### src/rtl/seq_detect_param.sv
// Purpose: serial pattern detector with a runtime-loadable pattern, selectable
//          overlapping/non-overlapping mode and an optional saturating match counter.
// Latency/backpressure: detect is Mealy (same cycle as x); no backpressure, a bit is consumed whenever in_valid is high.
//
// Ports:
//   clk          rising-edge clock for all state
//   reset_n      asynchronous active-low reset
//   x            serial data bit, qualified by in_valid
//   in_valid     high when x carries a bit to consume
//   cfg_load     one-cycle pulse: latch cfg_pattern/cfg_overlap, flush history
//   cfg_pattern  new pattern, MSB is the first bit received
//   cfg_overlap  1 = overlapping matches, 0 = non-overlapping
//   count_clr    synchronous clear of match_count (wins over an increment)
//   detect       combinational match flag
//   match_count  saturating number of detections
//
// Optional feature: define SEQ_DET_COUNT_EN to build the match counter.
// Without it match_count is tied to 0 and count_clr has no effect.
module seq_detect_param #(
    parameter int unsigned      PAT_W     = 3,
    parameter int unsigned      CNT_W     = 8,
    parameter logic [PAT_W-1:0] RESET_PAT = 3'b101
) (
    input  logic             clk,
    input  logic             reset_n,
    input  logic             x,
    input  logic             in_valid,
    input  logic             cfg_load,
    input  logic [PAT_W-1:0] cfg_pattern,
    input  logic             cfg_overlap,
    input  logic             count_clr,
    output logic             detect,
    output logic [CNT_W-1:0] match_count
);

    // Fill counter only needs to reach PAT_W-1.
    localparam int unsigned      FILL_W    = (PAT_W <= 2) ? 1 : $clog2(PAT_W);
    localparam logic [FILL_W-1:0] FILL_FULL = FILL_W'(PAT_W - 1);

    logic [PAT_W-2:0]  r_hist;
    logic [FILL_W-1:0] r_fill;
    logic [PAT_W-1:0]  r_pat;
    logic              r_ovl;

    logic [PAT_W-1:0]  w_window;
    logic              w_full;
    logic              w_detect;
    logic [PAT_W-2:0]  w_hist_nxt;
    logic [FILL_W-1:0] w_fill_nxt;
    logic [PAT_W-1:0]  w_pat_nxt;
    logic              w_ovl_nxt;

    // Candidate window: stored history followed by the bit arriving now.
    assign w_window = {r_hist, x};
    assign w_full   = (r_fill == FILL_FULL);

    // reset_n is folded in so detect is quiet while reset is held, even
    // though the registers already read as empty.
    assign w_detect = reset_n & in_valid & ~cfg_load & w_full & (w_window == r_pat);
    assign detect   = w_detect;

    always_comb begin
        w_hist_nxt = r_hist;
        w_fill_nxt = r_fill;
        w_pat_nxt  = r_pat;
        w_ovl_nxt  = r_ovl;
        if (cfg_load) begin
            // New pattern: the bit presented this cycle is discarded.
            w_pat_nxt  = cfg_pattern;
            w_ovl_nxt  = cfg_overlap;
            w_hist_nxt = '0;
            w_fill_nxt = '0;
        end else if (in_valid) begin
            if (w_detect) begin
                if (r_ovl) begin
                    // Matched bits may seed the next match; fill stays full.
                    w_hist_nxt = w_window[PAT_W-2:0];
                end else begin
                    // Next match must be built from PAT_W fresh bits.
                    w_hist_nxt = '0;
                    w_fill_nxt = '0;
                end
            end else begin
                w_hist_nxt = w_window[PAT_W-2:0];
                if (!w_full) begin
                    w_fill_nxt = r_fill + 1'b1;
                end
            end
        end
    end

    always_ff @(posedge clk or negedge reset_n) begin
        if (!reset_n) begin
            r_hist <= '0;
            r_fill <= '0;
            r_pat  <= RESET_PAT;
            r_ovl  <= 1'b0;
        end else begin
            r_hist <= w_hist_nxt;
            r_fill <= w_fill_nxt;
            r_pat  <= w_pat_nxt;
            r_ovl  <= w_ovl_nxt;
        end
    end

`ifdef SEQ_DET_COUNT_EN
    logic [CNT_W-1:0] r_count;
    logic             w_count_sat;

    assign w_count_sat = (r_count == {CNT_W{1'b1}});

    always_ff @(posedge clk or negedge reset_n) begin
        if (!reset_n) begin
            r_count <= '0;
        end else if (count_clr) begin
            r_count <= '0;
        end else if (w_detect && !w_count_sat) begin
            r_count <= r_count + 1'b1;
        end
    end

    assign match_count = r_count;
`else
    logic w_unused_count_clr;

    assign w_unused_count_clr = count_clr;
    assign match_count        = '0;
`endif

endmodule

### config.mk
export PLATFORM = sky130hd
export DESIGN_NAME = seq_detect_param
export DESIGN_NICKNAME = d
export VERILOG_FILES = /design/src/rtl/seq_detect_param.sv
export SDC_FILE = /design/constraint.sdc
export NUM_CORES = 1
export LEC_CHECK = 0
export BUFFER_PORTS_ARGS = -buffer_cell sky130_fd_sc_hd__buf_2
export CELL_PAD_IN_SITES_DETAIL_PLACEMENT = 1
export CELL_PAD_IN_SITES_GLOBAL_PLACEMENT = 1
export CORE_MARGIN = 3
export CORE_UTILIZATION = 34
export CTS_CLUSTER_DIAMETER = 60
export DETAILED_ROUTE_END_ITERATION = 7
export GPL_TIMING_DRIVEN = 0
export PLACE_DENSITY_LB_ADDON = 0.1
export SETUP_SLACK_MARGIN = 0.15
export SYNTH_ARGS = -nofsm -noshare
export SYNTH_HDL_FRONTEND = slang
export SYNTH_SLANG_ARGS = --single-unit
### constraint.sdc
create_clock -name clk -period 1.56 [get_ports clk]
set_clock_uncertainty 0.05 [all_clocks]
set_input_delay 0.078 -clock clk [delete_from_list [all_inputs] [get_ports clk]]
set_output_delay 0.078 -clock clk [all_outputs]
set_load 0.02 [all_outputs]
======== Yosys cells after proc, flatten, opt, wreduce, memory -nomap -nowiden ========
Cells that the tools add are included.
word-level totals
  flip-flop bits (word level) ............. 8
  input bits .............................. 10
  output and inout port bits .............. 9
  word-level logic and storage cells ...... 25
cells by class
  add/sub/neg operators ................... 1
  equal/unequal tests ..................... 4
  mux-type cells .......................... 9
  bitwise gates (word level) .............. 5
  reductions and logical operators ........ 2
operators with widths
  cell                   count
  $mux W2                9
  $ne A3 B3 Y1 const B   2
  $and A1 B1 Y1          4
  $eq A3 B3 Y1           1
  $reduce_and A3 Y1      1
  $add A2 B1 Y2 const B  1
  $eq A2 B2 Y1 const B   1
  $reduce_bool A2 Y1     1
  $not A1 Y1             1

======== Longest topological paths before layout ========
  depth in word-level cells ............... 7
  gate-level depth with buffers ........... 5
  gate-level depth less buffers ........... 5

======== Worst setup path before layout ========
OpenSTA, ideal clock, no wires.
  path kind ............................... reg2reg
  start ................................... register r_fill[0]
  end ..................................... register r_hist[0]
  library setup time ...................... 0.146 ns
  arrival time ............................ 1.250 ns
  required time ........................... 1.364 ns
  setup slack ............................. 0.114 ns
  cell stages (with the launch flop) ...... 6
  buffers on the path ..................... 0
  clock period less this slack ............ 1.446 ns
  path through ............................ dfrtp_1 -> inv_1 -> ha_1 -> nand4b_1 -> nor4_4 -> o22ai_1
between the ends
  longest elaborated chain between the ends .. 6
RTL lines
  element                      line  source
  from (decl)                  41    logic [FILL_W-1:0] r_fill;
  from (signal assigned)       100   r_fill <= w_fill_nxt;
  $eq A2 B2 Y1                 55    assign w_full = (r_fill == FILL_FULL);
  $and A1 B1 Y1 (2 in series)  59    assign w_detect = reset_n & in_valid & ~cfg_load & w_full & (w_window == r_pat);
  via detect                   32    output logic detect,
  $mux W2                      74    if (w_detect) begin
  $mux W2                      73    end else if (in_valid) begin
  $mux W2                      67    if (cfg_load) begin
  to (signal assigned)         99    r_hist <= w_hist_nxt;
  to (decl)                    40    logic [PAT_W-2:0] r_hist;
The timed path passes the listed nets, and every way through them passes these cells. The select of a mux whose other input is x is not followed.
A chain may end at the register's enable or synchronous reset.

======== Final worst setup path ========
  start ................................... register r_pat[2]
  end ..................................... output port detect
between the ends
  longest elaborated chain between the ends .. 2
RTL lines
  element                 line  source
  from (decl)             42    logic [PAT_W-1:0] r_pat;
  from (signal assigned)  101   r_pat <= w_pat_nxt;
  $eq A3 B3 Y1            59
  $and A1 B1 Y1           59
  to (decl)               32
No other way between the ends.

==> flow_metrics.py <==
metrics = {
    "outcome": {
        "status": "finished, final reports clean",
    },
    "logic_synthesis": {
        "synth_xor_area_share_pct": 5.00,
        "synthCells": 49,
        "synthFlopType": "dfrtp_1",
        "yosysMostFrequentCell": "buf_4",
        "async_flop_share_pct": 100,
        "yosys.area_share.simple_pct": 19.8,
        "yosys.area_share.adder_pct": 2.38,
        "synth.avg_cell_area_sq_um": 10.7,
        "synth.area.top_cells": "dfrtp_1, buf_4, dfstp_2",
        "synth_top_area_share_pct": 28.6,
        "synth_area_sq_um": 526,
        "synth_common_cells": "buf_4, dfrtp_1, nand3b_1, o22ai_1, xor2_1",
        "yosys_warnings": 0,
        "synth_edf_count": 0,
        "synth_top_family_by_area": "simple AND/OR/NAND/NOR gates",
        "muxShareOfSynthArea_pct": 8.57,
        "yosys.area.top_type": "dfrtp_1",
        "synth-compound-area-share_pct": 11.0,
        "seq_area_frac_synth_pct": 38.6,
        "ys_ff_latch": 8,
        "synth_cell_types": 21,
    },
    "grt": {
        "grt_usage_pct": 12.2,
        "antenna_found_initial": 0,
        "use_met3_pct": 7.57,
        "grt_max_degree": 11,
        "grt_first_pass_wirelength_um": 1680,
        "grt_pass1_vias": 378,
        "grtUsageMet2_pct": 17.5,
        "global_route.usage.met1_pct": 15.1,
        "top_usage_layer": "met2",
        "grt_overflow": 0,
    },
    "flow_run": {
        "maxCapViolCount": 0,
    },
    "final_layout": {
        "layout-drive-gt1-share_pct": 55.8,
        "syn2layout_area_growth_pct": 48.8,
        "layout.nets": 90,
        "fin_cells": 92,
        "antennaDiodeCount": 0,
        "design_area_sq_um": 782,
    },
    "clock_tree": {
        "cts_max_level": 1,
        "clkSlewWorstSetupHoldPaths_ns": 0.05,
        "clk_path_buf_depth": 2,
        "cts-root-buf": "clkbuf_4",
        "cts.sinks": 8,
        "numCtsBuffers": 3,
        "clk_latency_ns": 0.26,
        "cts_tree": "yes",
    },
    "critical_path": {
        "reg2reg_from": "r_pat[2]",
        "arrival_ns": 1.38,
        "critPathKind": "register to primary output",
        "worstSetupEndpointType": "primary output",
        "critical_path_peak_fanout": 2,
        "required_ns": 1.43,
        "start_kind": "register",
        "crit_start": "r_pat[2]",
    },
    "timing": {
        "rsz0062_at_grt": "yes",
        "min_period_ns": 1.51,
        "maxSlewViolCount": 0,
        "setup_ws_ns": 0.0497,
        "fin_crit_sh_pct": 96.8,
        "fmax_ghz": 0.662,
        "setup_viol": 0,
        "finalHoldViolations": 0,
    },
    "die": {
        "dieArea_sq_mm": 0.00205,
        "start_util_pct": 38.5,
        "pin_count": 19,
        "coreArea_sq_mm": 0.00137,
        "num_rows": 13,
        "dieWidth_um": 45.3,
        "die_h_um": 45.3,
    },
    "route": {
        "routed_via_density": 4.91,
        "drt-total-wl_um": 1240,
        "drt-initial-drc-count": 4,
        "vias": 452,
        "firstDrtPassIters": 3,
        "postRouteAntennaNets": 0,
        "drc": 0,
        "wire_per_inst_um": 13.5,
    },
    "worst_hold_path": {
        "hold_path.class": "primary input to register",
        "worstHoldStart": "cfg_pattern[1]",
    },
    "pwr": {
        "cellLeakagePower_nw": 0.354,
        "ir_drop_uv": 598,
        "power_density_mw_per_mm2": 753,
    },
    "placement": {
        "port_buffers": 9,
        "placedCellCount": 80,
        "globalplace.congestion": 0.694,
        "dp_slack_ns": 0.125,
        "place_area_sq_um": 618,
    },
}
## registers in the layout (all words and copies together) (netlist names)
signal,count
r_fill,2
r_hist,2
r_ovl,1
r_pat,3
## critical path: stages (launching register included)
cell and delay, ns:
dfstp_2 0.55, xor2_2 0.10, nor4_4 0.30, buf_4 0.19
## metrics by stage
stage               util (%)  hold WS, ns  setup TNS (ns)  total power, W
finish                  57.2       0.0102               0        0.000589
global route            57.2       0.0161         -0.0274        0.000626
CTS                     52.4      0.00469         -0.0258        0.000566
detailed placement      45.2       -0.110               0        0.000379
global placement        45.2       -0.108               0        0.000377
floorplan                  -       -0.268               0        0.000349
## layout by cell type, fill, tap and decap left out, types with 2 or more instances in the layout
master	n
mux2_2	2
buf_2	10
buf_4	13
clkbuf_4	3
dfstp_2	2
dfrtp_1	6
a31oi_1	2
dlygate4sd3_1	4
a21oi_2	2
nor2b_1	2
nand3b_1	4
xor2_2	2
o22ai_1	2
mux2_1	2
conb_1	8
## path summary, 6_finish.rpt
kind	to	slack, ns	cells past startpoint
min in group asynchronous	r_hist[0]	0.25	2
worst min-delay path	r_pat[1]	0.01	2
worst min register to register	r_pat[1]	0.49	1
worst max-delay path	detect	0.05	3
max in group asynchronous	r_pat[2]	0.88	2
worst max register to register	r_hist[1]	0.16	5
## cell type report
type,instances,area (sq um)
buffer,10,70.1
sequential,8,203
inverter,1,3.75
clock buffer,3,22.5
timing repair buffer,18,129
tap,15,18.8
multi-input combinational,37,335
fill,168,584
## where the power goes
group | internal (W) | total (W) | leakage [nW] | switching [W]
clock | 0.0000884 | 0.000164 | 0.0138 | 0.0000755
sequential | 0.000232 | 0.000252 | 0.0976 | 0.0000209
combinational | 0.0000854 | 0.000173 | 0.242 | 0.0000873
## kinds of logic after synthesis
group           count (synthesis)
buf+inv                        11
other cells                     1
simple gates                   12
mux                             4
flops                           8
xor+xnor                        3
compound gates                  9
fa+ha+maj                       1
## timing repair
| action | 4_1_cts | 5_1_grt |
|---|---|---|
| setup buffers | 3 | 2 |
| pin swaps | 2 | 2 |
| gates resized for setup | 3 | 9 |
| endpoints found under the setup margin | 2 | 5 |
| endpoints found under the hold margin | 11 | 0 |
| hold buffers | 4 | 0 |
## metal layers
layer | routed length [um] | vias up
li1 | - | 219
met2 | 594 | 17
met1 | 524 | 216
met5 | 0 | -
met4 | 0 | 0
met3 | 123 | 0
Note: power is estimated with default switching activity, not from simulation.
